<file path="src/rtl/system.sv">
// rtl/system.sv - Fibonacci compute followed by multiplexed 7-segment hex display of the result
module system #(
  parameter int N_TERMS      = 10,
  parameter int DIGIT_CYCLES = 4,
  parameter int SCAN_ROUNDS  = 1
) (
  input  logic       clk,
  input  logic       resetn,
  output logic       trap,
  output logic [7:0] an_out,
  output logic [7:0] c_out,
  output logic       out_byte_en
);

  typedef enum logic [1:0] {COMPUTE, DISPLAY, DONE} state_t;

  localparam logic [31:0] N_K         = 32'(N_TERMS);
  localparam logic [31:0] HOLD_LAST   = 32'(DIGIT_CYCLES - 1);
  localparam logic [31:0] ROUNDS_LAST = 32'(SCAN_ROUNDS - 1);

  state_t      state, state_n;
  logic [31:0] a, a_n, b, b_n, k, k_n;
  logic [31:0] result, result_n;
  logic [31:0] hold, hold_n, rounds, rounds_n;
  logic [2:0]  d, d_n, nxt;
  logic        trap_n, strobe_n;
  logic [7:0]  an_n, c_n;

  // Active-low segment pattern {dp,g,f,e,d,c,b,a} for one hex nibble, dp off.
  function automatic logic [7:0] seg(input logic [3:0] n);
    case (n)
      4'h0: seg = 8'hC0;  4'h1: seg = 8'hF9;  4'h2: seg = 8'hA4;  4'h3: seg = 8'hB0;
      4'h4: seg = 8'h99;  4'h5: seg = 8'h92;  4'h6: seg = 8'h82;  4'h7: seg = 8'hF8;
      4'h8: seg = 8'h80;  4'h9: seg = 8'h90;  4'hA: seg = 8'h88;  4'hB: seg = 8'h83;
      4'hC: seg = 8'hC6;  4'hD: seg = 8'hA1;  4'hE: seg = 8'h86;  default: seg = 8'h8E;
    endcase
  endfunction

  // Next-state and next-output logic; outputs are computed one cycle ahead so they leave a flop.
  always_comb begin
    state_n  = state;
    a_n      = a;
    b_n      = b;
    k_n      = k;
    result_n = result;
    hold_n   = hold;
    rounds_n = rounds;
    d_n      = d;
    trap_n   = trap;
    an_n     = an_out;
    c_n      = c_out;
    strobe_n = 1'b0;
    nxt      = d + 3'd1;
    case (state)
      COMPUTE: begin
        if (k == N_K) begin
          // The first digit is driven on the same edge that latches the result.
          result_n = a;
          state_n  = DISPLAY;
          d_n      = 3'd0;
          hold_n   = 32'd0;
          rounds_n = 32'd0;
          an_n     = 8'hFE;
          c_n      = seg(a[3:0]);
          strobe_n = 1'b1;
        end else begin
          a_n = b;
          b_n = a + b;
          k_n = k + 32'd1;
        end
      end
      DISPLAY: begin
        if (hold == HOLD_LAST) begin
          hold_n = 32'd0;
          if (d == 3'd7 && rounds == ROUNDS_LAST) begin
            state_n = DONE;
            an_n    = 8'hFF;
            c_n     = 8'hFF;
            trap_n  = 1'b1;
          end else begin
            // nxt wraps 7 -> 0, which restarts the scan for the next round.
            if (d == 3'd7) rounds_n = rounds + 32'd1;
            d_n      = nxt;
            an_n     = ~(8'd1 << nxt);
            c_n      = seg(4'(result >> {nxt, 2'b00}));
            strobe_n = 1'b1;
          end
        end else begin
          hold_n = hold + 32'd1;
        end
      end
      DONE: begin
        an_n   = 8'hFF;
        c_n    = 8'hFF;
        trap_n = 1'b1;
      end
      default: state_n = COMPUTE;
    endcase
  end

  // State and output registers, cleared immediately by resetn.
  always_ff @(posedge clk or negedge resetn) begin
    if (!resetn) begin
      state       <= COMPUTE;
      a           <= 32'd0;
      b           <= 32'd1;
      k           <= 32'd0;
      result      <= 32'd0;
      hold        <= 32'd0;
      rounds      <= 32'd0;
      d           <= 3'd0;
      trap        <= 1'b0;
      an_out      <= 8'hFF;
      c_out       <= 8'hFF;
      out_byte_en <= 1'b0;
    end else begin
      state       <= state_n;
      a           <= a_n;
      b           <= b_n;
      k           <= k_n;
      result      <= result_n;
      hold        <= hold_n;
      rounds      <= rounds_n;
      d           <= d_n;
      trap        <= trap_n;
      an_out      <= an_n;
      c_out       <= c_n;
      out_byte_en <= strobe_n;
    end
  end

endmodule

</file>
<file path="config.mk">
export PLATFORM = sky130hd
export DESIGN_NAME = system
export DESIGN_NICKNAME = d
export VERILOG_FILES = /design/src/rtl/system.sv
export SDC_FILE = /design/constraint.sdc
export NUM_CORES = 1
export LEC_CHECK = 0
export BUFFER_PORTS_ARGS = -buffer_cell sky130_fd_sc_hd__buf_2
export CORE_MARGIN = 3
export CORE_UTILIZATION = 25
export DETAILED_ROUTE_END_ITERATION = 8
export PLACE_DENSITY_LB_ADDON = 0.3
export REMOVE_ABC_BUFFERS = 1
export SLEW_MARGIN = 20
export SYNTH_ARGS = -nofsm -noshare
export SYNTH_HDL_FRONTEND = slang
export SYNTH_SLANG_ARGS = --single-unit
</file>
<file path="constraint.sdc">
create_clock -name clk -period 3 [get_ports clk]
set_input_delay 0.6 -clock clk [delete_from_list [all_inputs] [get_ports clk]]
set_output_delay 0.6 -clock clk [all_outputs]
set_load 0.02 [all_outputs]
</file>
==> out/results.md <==
## Floorplan
* total die area: 50100 um2
* Vert. Die Dim: 224 um
* Die X: 224 um
* core region area: 46800 um2
* number of rows in the core area: 79
* initial core utilization: 25.4%
* I/O pins: 20

## Clock tree
* post-CTS setup-driven buffer insertion count: 0
* Root Driver: sky130_fd_sc_hd__clkbuf_16
* clock tree from TritonCTS: yes
* count of H-tree levels built during CTS: 1
* Longest Clk Path Bufs: 3
* post-cts hold buffer count: 0
* total CTS buffers: 26
* Sinks on Clock Net: 214
* clock-pin slew on the worst setup and hold paths: 60 ps
* worst skew pair latency: 540 ps
* number of gates resized after CTS: 0

## Global routing
* layer carrying the most global-route usage: met2
* global-route track usage on met1: 15.6%
* pin count of the biggest net entering global routing: 83
* total congestion overflow: 0
* met2 Track Usage GR: 17.4%
* global router's overall resource usage: 10.9%
* initial antenna violation count: 0
* number of global-route vias before repair: 8887
* GR met3 Demand/Resource: 1.89%
* wire length of the first global-routing pass: 46100 um

## Finish
* number of filler instances in the final layout: 4869
* post-layout net count: 1344
* ratio of cells with drive above 1 in the final layout: 13.9%
* antenna diode instance count: 0
* area of all placed cells without fillers: 13800 um2
* area added between synthesis and finish: 16.2%

## Drt
* Total Wirelength: 27400 um
* via count: 8944
* number of violations reported at the end of detailed-routing iteration 0: 672
* DRC viols: 0
* Pre-antenna DRT Iters: 5
* detail-routed net length per standard cell: 14.3 um
* Via density: 4.68
* count of nets left with antenna violations after detail routing: 0

## Pwr
* maximum VDD drop: 0.361 mV
* cell area power density: 441 nW/um2
* PnR Total Power: 6.08 mW
* Pleak: 6.34 nW

## Worst setup path
* crit path launch type: flop
* crit path buf inv count: 0
* endpoint class of the critical path: flop
* data required time at the worst endpoint: 3470 ps
* CP max stage cell: sky130_fd_sc_hd__dfstp_2
* critical path data arrival time: 3320 ps
* category of the critical setup timing path: flop to flop
* maximum cell stage delay along the critical path: 540 ps
* CP Max Fanout: 4
* critical path cell sequence: ha_1 > a211oi_1 > o21a_1 > or4_4 > a21o_1 > o21ai_1 > a31oi_2 > or4_1 > nand3_1
* worst-case register-to-register setup slack: 150 ps
* cell class contributing the biggest share of worst-path delay: simple AND/OR/NAND/NOR gates

## STA
* number of setup violations in the final report: 0
* setup repair after global routing missed its margin: yes
* largest clock skew in the final design: 16.1 ps
* final hold violations: 0
* slew at the pin closest to its max-slew limit: 693 ps
* highest clock rate: 351 MHz
* Relative slew margins: 53.8%
* Setup Total Neg Slack: 0 ps
* time the final worst path needs with I/O delays and setup: 2850 ps
* post-route clock period utilization: 95.0%
* number of max-slew violations in the final report: 0

## Logic synthesis
* top area cells in the synthesized netlist: sky130_fd_sc_hd__dfrtp_1 (42%), sky130_fd_sc_hd__nand2_1 (7.2%), sky130_fd_sc_hd__ha_1 (5.9%)
* cell count after synthesis: 1250
* async set-reset flop share out of synthesis: 100%
* post-synthesis sequential area ratio: 45.3%
* synthesized area per cell: 9.49 um2
* post-synth top area share: 41.8%
* post-synth design cell area: 11900 um2
* register bit total from synthesis: 214
* Primary FF master, synth: sky130_fd_sc_hd__dfrtp_1
* post-synth top area cell: sky130_fd_sc_hd__dfrtp_1
* EDFF count, synth: 0
* distinct cell type count after synthesis: 65
* yosys warns: 0

## Place
* Post-DP Area: 12900 um2
* weighted congestion reported at the end of routability-driven placement: 0.802
* Port Buf Inserts: 18
* half-perimeter wire length of the detailed placement result: 19300 um

## Hold path
* path type of the worst min-delay path: input port to async pin

## Run status
* run status: completed

## Job
* MaxCap Viol Count: 0

cell type report:
| type | instances | area, um2 | share of cell area (%) |
|---|---|---|---|
| Tap cell | 607 | 759 | 5.51 |
| Multi-Input combinational cell | 954 | 6210 | 45.1 |
| Clock buffer | 40 | 785 | 5.69 |
| Inverter | 28 | 105 | 0.762 |
| Sequential cell | 214 | 5380 | 39.0 |
| Timing Repair Buffer | 61 | 473 | 3.43 |
| Clock inverter | 8 | 73.8 | 0.536 |
cell families after synthesis:
family                   after synthesis  synth area share (%)
flip-flops                           214                  45.3
adder cells (fa/ha/maj)               57                  6.07
buffers and inverters                 82                  2.77
AND/OR/NAND/NOR                      519                  20.6
XOR/XNOR                              98                  7.23
AO/OA/AOI/OAI                        226                  12.0
multiplexers                          53                  5.96
other                                  1                0.0316
worst paths after layout:
check | start | endpoint | cells past startpoint
hold reg to reg | an_out[0] | an_out[0] | 2
setup / recovery | b[0] | b[25] | 9
hold / removal | resetn | k[17] | 1
setup reg to reg | b[0] | b[25] | 9
min in group clk | an_out[0] | an_out[0] | 2
max in group asynchronous | resetn | rounds[25] | 2
cells in the final DEF, fill, tap and decap left out, types with 10 or more instances in the layout:
| cell type | n |
|---|---|
| sky130_fd_sc_hd__nor2_1 | 90 |
| sky130_fd_sc_hd__mux2_2 | 35 |
| sky130_fd_sc_hd__inv_1 | 28 |
| sky130_fd_sc_hd__nor3_1 | 15 |
| sky130_fd_sc_hd__buf_4 | 39 |
| sky130_fd_sc_hd__nand4_1 | 29 |
| sky130_fd_sc_hd__ha_1 | 55 |
| sky130_fd_sc_hd__clkbuf_16 | 27 |
| sky130_fd_sc_hd__xor2_1 | 55 |
| sky130_fd_sc_hd__nand3_1 | 43 |
| sky130_fd_sc_hd__nand2_1 | 228 |
| sky130_fd_sc_hd__or3_1 | 14 |
| sky130_fd_sc_hd__buf_2 | 17 |
| sky130_fd_sc_hd__a21o_1 | 22 |
| sky130_fd_sc_hd__o21ai_0 | 65 |
| sky130_fd_sc_hd__a211oi_1 | 10 |
| sky130_fd_sc_hd__nor4_1 | 20 |
| sky130_fd_sc_hd__nor2b_1 | 10 |
| sky130_fd_sc_hd__dfrtp_1 | 198 |
| sky130_fd_sc_hd__dfstp_2 | 16 |
| sky130_fd_sc_hd__a21oi_1 | 61 |
| sky130_fd_sc_hd__xnor2_1 | 43 |
| sky130_fd_sc_hd__mux4_2 | 10 |
| sky130_fd_sc_hd__o31ai_1 | 14 |
| sky130_fd_sc_hd__and3_1 | 25 |
report_power, final:
part / total [mW] / switching [mW] / leakage [nW] / internal [mW]
logic: 0.0674 / 0.0595 / 3.02 / 0.00792
clock network: 3.12 / 1.24 / 0.418 / 1.88
registers: 2.89 / 0 / 2.90 / 2.89
flip-flops by register name, summed over array words and instances, names as in the netlist:
signal,cells
a,32
an_out,8
b,32
c_out,7
d,3
hold,32
k,32
out_byte_en,1
result,32
rounds,32
state,2
trap,1
cell usage after synthesis (all sizes together), types with 6 or more instances:
cell	number
mux2i	8
xor2	55
clkbuf	40
dfrtp	198
nand2	228
and3	25
o21ai	67
or3	14
o31ai	15
nand3	43
nand2b	9
and4	8
nor2b	10
inv	28
a21o	22
a211oi	11
and2	7
a21oi	62
buf	14
o211ai	6
nor4	22
o21a	7
mux4	10
ha	56
mux2	35
dfstp	16
xnor2	43
nor2	91
nand4	30
nor3	16
metal layers:
layer | vias up | part of all wire [%]
li1 | 4483 | -
met1 | 4298 | 50
met2 | 121 | 44
met3 | 42 | 3.5
met4 | 0 | 2.1
met5 | - | 0
metrics by stage:
stage,cells,util (%),setup WS [ps],hold slack (ps)
floorplan,1196,-,-5470,304
CTS,1912,29.4,69.6,80.1
detailed placement,1864,27.6,90.0,463
finish,1912,29.5,149,54.6
global placement,1864,27.6,142,461
global route,1912,29.5,-10.6,93.1
Note: power is estimated with default switching activity, not from simulation.
